--- config.mk ---
export PLATFORM = sky130hd
export DESIGN_NAME = uart_rx_monitor
export DESIGN_NICKNAME = d
export VERILOG_FILES = /design/src/rtl/uart_pkg.sv /design/src/rtl/uart_bit_timer.sv /design/src/rtl/uart_rx_monitor.sv
export SDC_FILE = /design/constraint.sdc
export NUM_CORES = 1
export LEC_CHECK = 0
export BUFFER_PORTS_ARGS = -buffer_cell sky130_fd_sc_hd__buf_2
export CORE_MARGIN = 1
export CORE_UTILIZATION = 56
export CTS_CLUSTER_DIAMETER = 80
export CTS_CLUSTER_SIZE = 10
export DETAILED_ROUTE_END_ITERATION = 7
export PLACE_DENSITY_LB_ADDON = 0.3
export SYNTH_ARGS = -nofsm -noshare
export SYNTH_HDL_FRONTEND = slang
export SYNTH_SLANG_ARGS = --single-unit
--- constraint.sdc ---
create_clock -name clk -period 3.2 [get_ports clk]
set_input_delay 0 -clock clk [delete_from_list [all_inputs] [get_ports clk]]
set_output_delay 0 -clock clk [all_outputs]
set_load 0.01 [all_outputs]
--- src/rtl/uart_pkg.sv ---
// Shared types and helpers for the UART receive path.
package uart_pkg;

  typedef enum logic [1:0] {
    IDLE,
    START,
    DATA,
    STOP
  } uart_rx_state_t;

  localparam int unsigned UART_BITS = 8;

  // Clocks per bit, truncated.
  function automatic int unsigned uart_div(input int unsigned clk_hz,
                                           input int unsigned baud);
    return clk_hz / baud;
  endfunction

endpackage

--- src/rtl/uart_bit_timer.sv ---
// Loadable down-counter; expire_o is high while the count sits at zero.
// Loading value L makes expire_o assert L cycles after the load cycle ends.
module uart_bit_timer #(
  parameter int unsigned DIV = 16,
  localparam int unsigned W  = $clog2(DIV)
) (
  input  logic         clk,
  input  logic         reset_n,
  input  logic         load_i,
  input  logic [W-1:0] load_val_i,
  output logic         expire_o
);

  logic [W-1:0] cnt_q;

  // Load on request, otherwise count down and hold at zero.
  always_ff @(posedge clk or negedge reset_n) begin
    if (!reset_n) begin
      cnt_q <= '0;
    end else if (load_i) begin
      cnt_q <= load_val_i;
    end else if (cnt_q != '0) begin
      cnt_q <= cnt_q - 1'b1;
    end
  end

  assign expire_o = (cnt_q == '0);

endmodule

--- src/rtl/uart_rx_monitor.sv ---
// 8N1 UART receiver with single-entry holding register, valid/ack
// handshake, sticky overrun, frame-error pulse and LED mirror.
module uart_rx_monitor
  import uart_pkg::*;
#(
  parameter int unsigned CLK_HZ = 10_000_000,
  parameter int unsigned BAUD   = 9600,
  parameter int unsigned DIV    = uart_div(CLK_HZ, BAUD)
) (
  input  logic                 clk,
  input  logic                 reset_n,
  input  logic                 rxd,
  output logic [UART_BITS-1:0] data,
  output logic                 valid,
  input  logic                 ack,
  output logic                 overrun,
  output logic                 frame_err,
  output logic                 busy,
  output logic [UART_BITS-1:0] led
);

  localparam int unsigned    CW     = $clog2(DIV);
  localparam logic [CW-1:0]  HALF   = CW'(DIV / 2);
  // Reload with DIV-1 so the next expiry lands exactly DIV cycles later.
  localparam logic [CW-1:0]  RELOAD = CW'(DIV - 1);

  logic sync1_q, sync2_q, prev_q;
  logic fall;

  uart_rx_state_t       state_q;
  logic [2:0]           bitidx_q;
  logic [UART_BITS-1:0] shreg_q;

  logic          tmr_load;
  logic [CW-1:0] tmr_val;
  logic          expire;

  // Two-flop synchroniser plus previous-value flop for edge detection.
  always_ff @(posedge clk or negedge reset_n) begin
    if (!reset_n) begin
      sync1_q <= 1'b1;
      sync2_q <= 1'b1;
      prev_q  <= 1'b1;
    end else begin
      sync1_q <= rxd;
      sync2_q <= sync1_q;
      prev_q  <= sync2_q;
    end
  end

  assign fall = prev_q & ~sync2_q;

  // Timer load requests: half-bit on start edge, full bit on each accepted sample.
  always_comb begin
    tmr_load = 1'b0;
    tmr_val  = RELOAD;
    case (state_q)
      IDLE: begin
        if (fall) begin
          tmr_load = 1'b1;
          tmr_val  = HALF;
        end
      end
      START:   tmr_load = expire & ~sync2_q;
      DATA:    tmr_load = expire;
      default: tmr_load = 1'b0;
    endcase
  end

  uart_bit_timer #(
    .DIV(DIV)
  ) u_timer (
    .clk       (clk),
    .reset_n   (reset_n),
    .load_i    (tmr_load),
    .load_val_i(tmr_val),
    .expire_o  (expire)
  );

  // Receive FSM, shift register, holding register and handshake.
  always_ff @(posedge clk or negedge reset_n) begin
    if (!reset_n) begin
      state_q   <= IDLE;
      bitidx_q  <= '0;
      shreg_q   <= '0;
      data      <= '0;
      led       <= '0;
      valid     <= 1'b0;
      overrun   <= 1'b0;
      frame_err <= 1'b0;
      busy      <= 1'b0;
    end else begin
      frame_err <= 1'b0;
      if (valid && ack) begin
        valid   <= 1'b0;
        overrun <= 1'b0;
      end
      case (state_q)
        IDLE: begin
          if (fall) begin
            state_q <= START;
            busy    <= 1'b1;
          end
        end
        START: begin
          if (expire) begin
            if (sync2_q) begin
              state_q <= IDLE;
              busy    <= 1'b0;
            end else begin
              bitidx_q <= '0;
              state_q  <= DATA;
            end
          end
        end
        DATA: begin
          if (expire) begin
            shreg_q <= {sync2_q, shreg_q[UART_BITS-1:1]};
            if (bitidx_q == 3'(UART_BITS - 1)) begin
              state_q <= STOP;
            end else begin
              bitidx_q <= bitidx_q + 1'b1;
            end
          end
        end
        STOP: begin
          if (expire) begin
            state_q <= IDLE;
            busy    <= 1'b0;
            if (sync2_q) begin
              // A load overrides the ack clear above: new byte wins.
              data  <= shreg_q;
              led   <= shreg_q;
              valid <= 1'b1;
              if (valid && !ack) begin
                overrun <= 1'b1;
              end
            end else begin
              frame_err <= 1'b1;
            end
          end
        end
        default: state_q <= IDLE;
      endcase
    end
  end

endmodule

**Word-level counts from Yosys, hierarchy flattened**

Index checks and enable logic that the tools add are counted.

- Register bits: 39
- Bits of input ports: 4
- Output and inout bits: 20
- Word-level logic and storage cells: 78

- $add $sub $neg: 2
- Equality and inequality tests: 12
- Muxes and demuxes: 35
- Bitwise operators: 3
- Reductions and logical operators: 14

Operator list:

| kind | number |
|---|---|
| 11-bit two-way mux | 4 |
| 1-bit two-way mux | 17 |
| 2-bit inequality test (second input constant) | 8 |
| 5-bit AND reduction | 3 |
| 2-bit two-way mux | 6 |
| 3-bit two-way mux | 4 |
| 11-bit logical NOT | 1 |
| 11-bit nonzero test | 1 |
| 11-bit by 1-bit subtractor with 11-bit output (second input constant) | 1 |
| 2-bit one-hot mux with 4 select lines | 1 |
| 1-bit one-hot mux with 3 select lines | 2 |
| 3-bit one-hot mux with 2 select lines | 1 |
| 2-bit equality test (second input constant) | 2 |
| 2-bit nonzero test | 2 |
| 3-bit by 1-bit adder with 3-bit output (second input constant) | 1 |
| 3-bit equality test (second input constant) | 1 |
| 3-bit AND reduction | 1 |
| 3-bit nonzero test | 1 |
| 1-bit AND | 2 |
| 2-bit by 1-bit equality test with 1-bit output (second input constant) | 1 |
| 1-bit logical AND | 2 |
| 2-bit logical NOT | 1 |
| 2-bit AND reduction | 1 |
| 1-bit logical NOT | 1 |
| 1-bit inverter | 1 |

**Depth between registers and ports, before layout**

- Word-level depth: 6
- Mapped depth: 7
- Depth with buffers taken out: 6

**Cells and area by module**

A second synthesis with hierarchy kept.

- Cells, all modules: 148
- Area, all modules: 1830.5 um2

By module, submodules not included:

| module | instances | cells an instance | area each (um2) |
|---|---|---|---|
| uart_rx_monitor | 1 | 85 | 1203.7 |
| uart_bit_timer | 1 | 63 | 626.9 |

**Worst setup path before layout**

No wires, ideal clock.

- Kind: flip-flop to flip-flop
- From: reg u_timer.cnt_q[0]
- To: reg led[0]
- Arrival time: 2103 ps
- Required time: 3075 ps
- Slack: 972 ps
- Stages on the path, launching flop included: 7
- Path through: dfrtp_1 -> inv_1 -> ha_1 -> or3b_2 -> clkbuf_1 -> nor4_4 -> mux2_2

- Word-level cells in the longest chain between the ends: 2

Ends and longest elaborated chain:

| item | RTL line | text |
|---|---|---|
| from (decl) | uart_bit_timer.sv:14 | `logic [W-1:0] cnt_q;` |
| from (signal assigned) | uart_bit_timer.sv:21 | `cnt_q <= load_val_i;` |
| from (signal assigned) | uart_bit_timer.sv:23 | `cnt_q <= cnt_q - 1'b1;` |
| 11-bit logical NOT | uart_bit_timer.sv:27 | `assign expire_o = (cnt_q == '0);` |
| 3-bit AND reduction (no line) | n/a |  |
| to (signal assigned) | uart_rx_monitor.sv:133 | `led <= shreg_q;` |
| to (decl) | uart_rx_monitor.sv:19 | `output logic [UART_BITS-1:0] led` |

Every way passes these cells.
A chain may end at the register's enable or synchronous reset.

**Worst setup path in the final report**

- From: reg u_timer.cnt_q[0]
- To: reg led[3]

The elaborated chain is that of the path after synthesis.

==> results list <==
* Result of the run: finished with violations
* Failing checks: design-rule violations
- Across the routed clock network, the largest skew measured is between 0.015 and 0.02 ns.
- The count of nets left with antenna violations once routing finished came out at 0.
- Syn_area_per_cell: around 12 um^2
- Total number of clock tree sinks: 39
* Via density per instance: 6.02
- The path class of the tightest hold or removal check is input pin to asynchronous set/reset pin.
* Antenna Diode Count: 0
- The complex-gate fraction of the synthesized area is 0.0901.
- Maximum vdd drop: about 400 uV
* Commonest register cell after synthesis: dfrtp_1
- Of the cells placed in the final design, the portion with a size suffix greater than 1 is 0.327.
* Combinational family with the most area after synthesis: simple AND/OR/NAND/NOR gates
- Source of the worst register-to-register timing path: u_timer.cnt_q[0]
- For the pin with the worst max-slew slack, the measured transition is about 0.82 ns.
* Synth Register Bits: 39
* Share of synthesized registers carrying an async set or reset: 1.00
* Global-route wire length before repair: between 5 and 6 mm
- Worst-case headroom to the max-slew limit: 0.452
- Number of unique standard cell types used by synthesis: 36
- Synth area leader: dfrtp_1
* Clock period minus final worst setup slack: between 2 and 2.5 ns
- The floorplan step set the die height to approximately 58 um.
- Critical path class: register to register
- The final layout contains routed wiring with a total length of 3.12 mm.
- The final count of pins violating max slew was 0.
- At the end of routability-driven placement, the weighted congestion stood at a little over 0.9.
- Synth top area share: 0.519
- The first detailed-routing pass ran for 8 iterations.
* Bufs and invs on worst path: 1
- Setup repair after global routing left no endpoint under its margin.
- Layout Nets: 171
- Layout-stage area growth over the synthesis result: 11.0%
- Post-synthesis sequential area ratio: 0.564
- Multiplexer share of the synthesized area: 0.117
- Setup TNS: 0 ns
- STA puts the critical path data required time at 3.42 ns.
* Starting density of the core: 0.609
- Average wire per cell in the routed design: 15.9 um
- Slowest Stage Delay on Critical Path: 0.58 ns
- Power density over cell area: between 600 and 700 nW/um^2
* Post-route clock period utilization: 0.747
- During synthesis, Yosys emitted a total of 0 warnings.
* Total vias in the final route: roughly 1200
- Via count of the first global-routing pass: between 1000 and 1500
- Critical path endpoint category: register
* Iteration-0 DRC Markers: 52
- Max frequency: ~0.42 GHz
- Sorting the synthesized cells by area gives the leading types as dfrtp_1 52%, mux2_2 12%, dfstp_2 4.5%.
- Core footprint: between 2000 and 3000 um^2
- Once layout is complete, the cells apart from fillers number 196.
- Entering global routing, the biggest net connects 40 pins.
- Syn Std Cell Area: 1740 um^2
- Buffers on Ports: 23
- Global route total overflow: 0
- Clock root buffer master: clkbuf_4
- Cts repair resizes: 0
- Num ports: 24
- Of the total synthesized cell area, the portion taken by AND, OR, NAND and NOR gates is 0.146.
- The number of setup buffers added after CTS is 0.
- Summed over all cells, the static leakage comes to 0.941 nW.
* Total clock buffers created by CTS: 5
* R2r endpoint: led[3]
- The cell count after synthesis came out at around 140.
- No sink is reached through more buffers than the 2 on the longest clock path.
- The design draws between 0.001 and 0.0015 W.
- The HPWL after detailed placement is between 2 and 2.5 mm.
- From left edge to right edge, the die measures roughly 58 um.
* Clock tree from TritonCTS: built
* Crit path launch type: register
* Slowest cell on the critical path: nor4_4
- Arrival time reported for the critical path endpoint: approximately 2.6 ns
- Counting cells, the worst reg-to-reg path comes to 5.
- Cell type group with the largest total delay on the critical path: simple AND/OR/NAND/NOR gates
- Clock Latency Late Sink: approximately 0.34 ns
- The critical path goes through inv_1 -> ha_1 -> or3b_2 -> nor4_4 -> mux2_2.
- The number of hold violations in the final report came to 0.
- GRT Total Usage: 0.214
* Max-Cap Viols: 0
- Of the total synthesized cell area, the portion taken by full adders, half adders and majority gates is 0.0216.
- In this run the worst setup path begins at u_timer.cnt_q[0].
- Register-to-Register Setup Slack: about 0.81 ns
- Cell count after placement: about 190
- In this run, synthesis inferred 0 flip-flops with an integrated enable.
- In the routed design, unresolved DRC markers number 3.
- Count of endpoints failing setup in the final report: 0
- Clock transition time at the flip-flop clock pins of the worst setup and hold paths: 0.12 ns
* CTS H-Tree Depth: 2
* XOR/XNOR Fraction of Synth Area: 0.0151
- In this run the worst path has a maximum fanout of 9.
- Counting every net in the synthesized netlist gives about 150.
* Hold-fix buffer count after cts: 3
- After floorplanning, the core was divided into 19 placement rows.
- The initial antenna violation count came to 0.
- The die covers around 3300 um^2.
## flip-flops by register name (all words and copies together), names as in the netlist, named ones only
signal	flops
shreg_q	8
busy	1
valid	1
bitidx_q	3
state_q	1
prev_q	1
u_timer.cnt_q	11
sync2_q	1
led	8
frame_err	1
sync1_q	1
## routing by layer
layer  up-vias  wire, um  global-route usage
li1        557         -                   -
met1       580      1440               0.284
met2        38      1520               0.346
met3         5       129              0.0469
met4         0        34              0.0884
met5         -         0                   0
## metrics by stage
step	setup slack, ns	hold slack [ns]	utilization	cell area, um^2
floorplan	0.972	-0.296	-	1740
global placement	0.894	0.108	0.639	1820
detailed placement	0.805	0.106	0.639	1820
CTS	0.788	0.301	0.675	1930
global route	0.656	0.298	0.675	1930
finish	0.810	0.290	0.675	1930
## layout by cell type (no fill, tap or decap), types with 4 or more instances in the layout
master,n
buf_2,23
mux2_2,18
nand2_1,5
dfrtp_1,36
clkbuf_4,5
o21ai_0,7
nand3_1,5
a21oi_1,7
nor2_1,6
or4_1,4
## synthesized netlist by cell type (2+ instances only)
| library cell | count |
|---|---|
| a21oi_1 | 7 |
| nor2b_1 | 2 |
| nand3b_1 | 2 |
| o31ai_1 | 2 |
| dfstp_2 | 3 |
| nor3b_1 | 3 |
| dfrtp_1 | 36 |
| nand3_1 | 5 |
| ha_1 | 3 |
| xnor2_1 | 3 |
| nor3_1 | 3 |
| or4_1 | 4 |
| mux2_2 | 18 |
| buf_4 | 8 |
| a211oi_1 | 2 |
| inv_1 | 3 |
| nor4_1 | 2 |
| nor2_1 | 6 |
| a22o_1 | 2 |
| o21ai_0 | 7 |
| nand2_1 | 5 |
## where the power goes
| group | internal [W] | leakage [nW] | switching, W |
|---|---|---|---|
| clock | 0.000166 | 0.0395 | 0.000152 |
| sequential | 0.000580 | 0.505 | 0.000113 |
| combinational | 0.000142 | 0.397 | 0.000179 |
## area by class of cell
| type | instances | area (um^2) |
|---|---|---|
| sequential | 39 | 980 |
| fill | 225 | 926 |
| multi-input combinational | 89 | 677 |
| timing repair buffer | 26 | 145 |
| clock buffer | 7 | 45.0 |
| tap | 31 | 38.8 |
| clock inverter | 1 | 30.0 |
| inverter | 3 | 11.3 |
## how the worst max path moves through the flow
| stage | to | slack (ns) | depth (start not counted) |
|---|---|---|---|
| 2_1_floorplan | led[0] | 0.97 | 6 |
| 3_3_place_gp | led[2] | 0.89 | 5 |
| 3_5_place_dp | led[3] | 0.80 | 5 |
| 4_1_cts | led[3] | 0.79 | 5 |
| 5_1_grt | led[0] | 0.66 | 5 |
| 6_report | led[3] | 0.81 | 5 |
## cell families (layout without fill, tap and decap cells)
logic type      after synthesis  count (layout)
simple gates                 40              40
compound gates               25              25
buf+inv                      13              37
flops                        39              39
mux                          18              18
fa+ha+maj                     3               3
xor+xnor                      3               3
No activity file was read; power rests on OpenSTA's default activity.
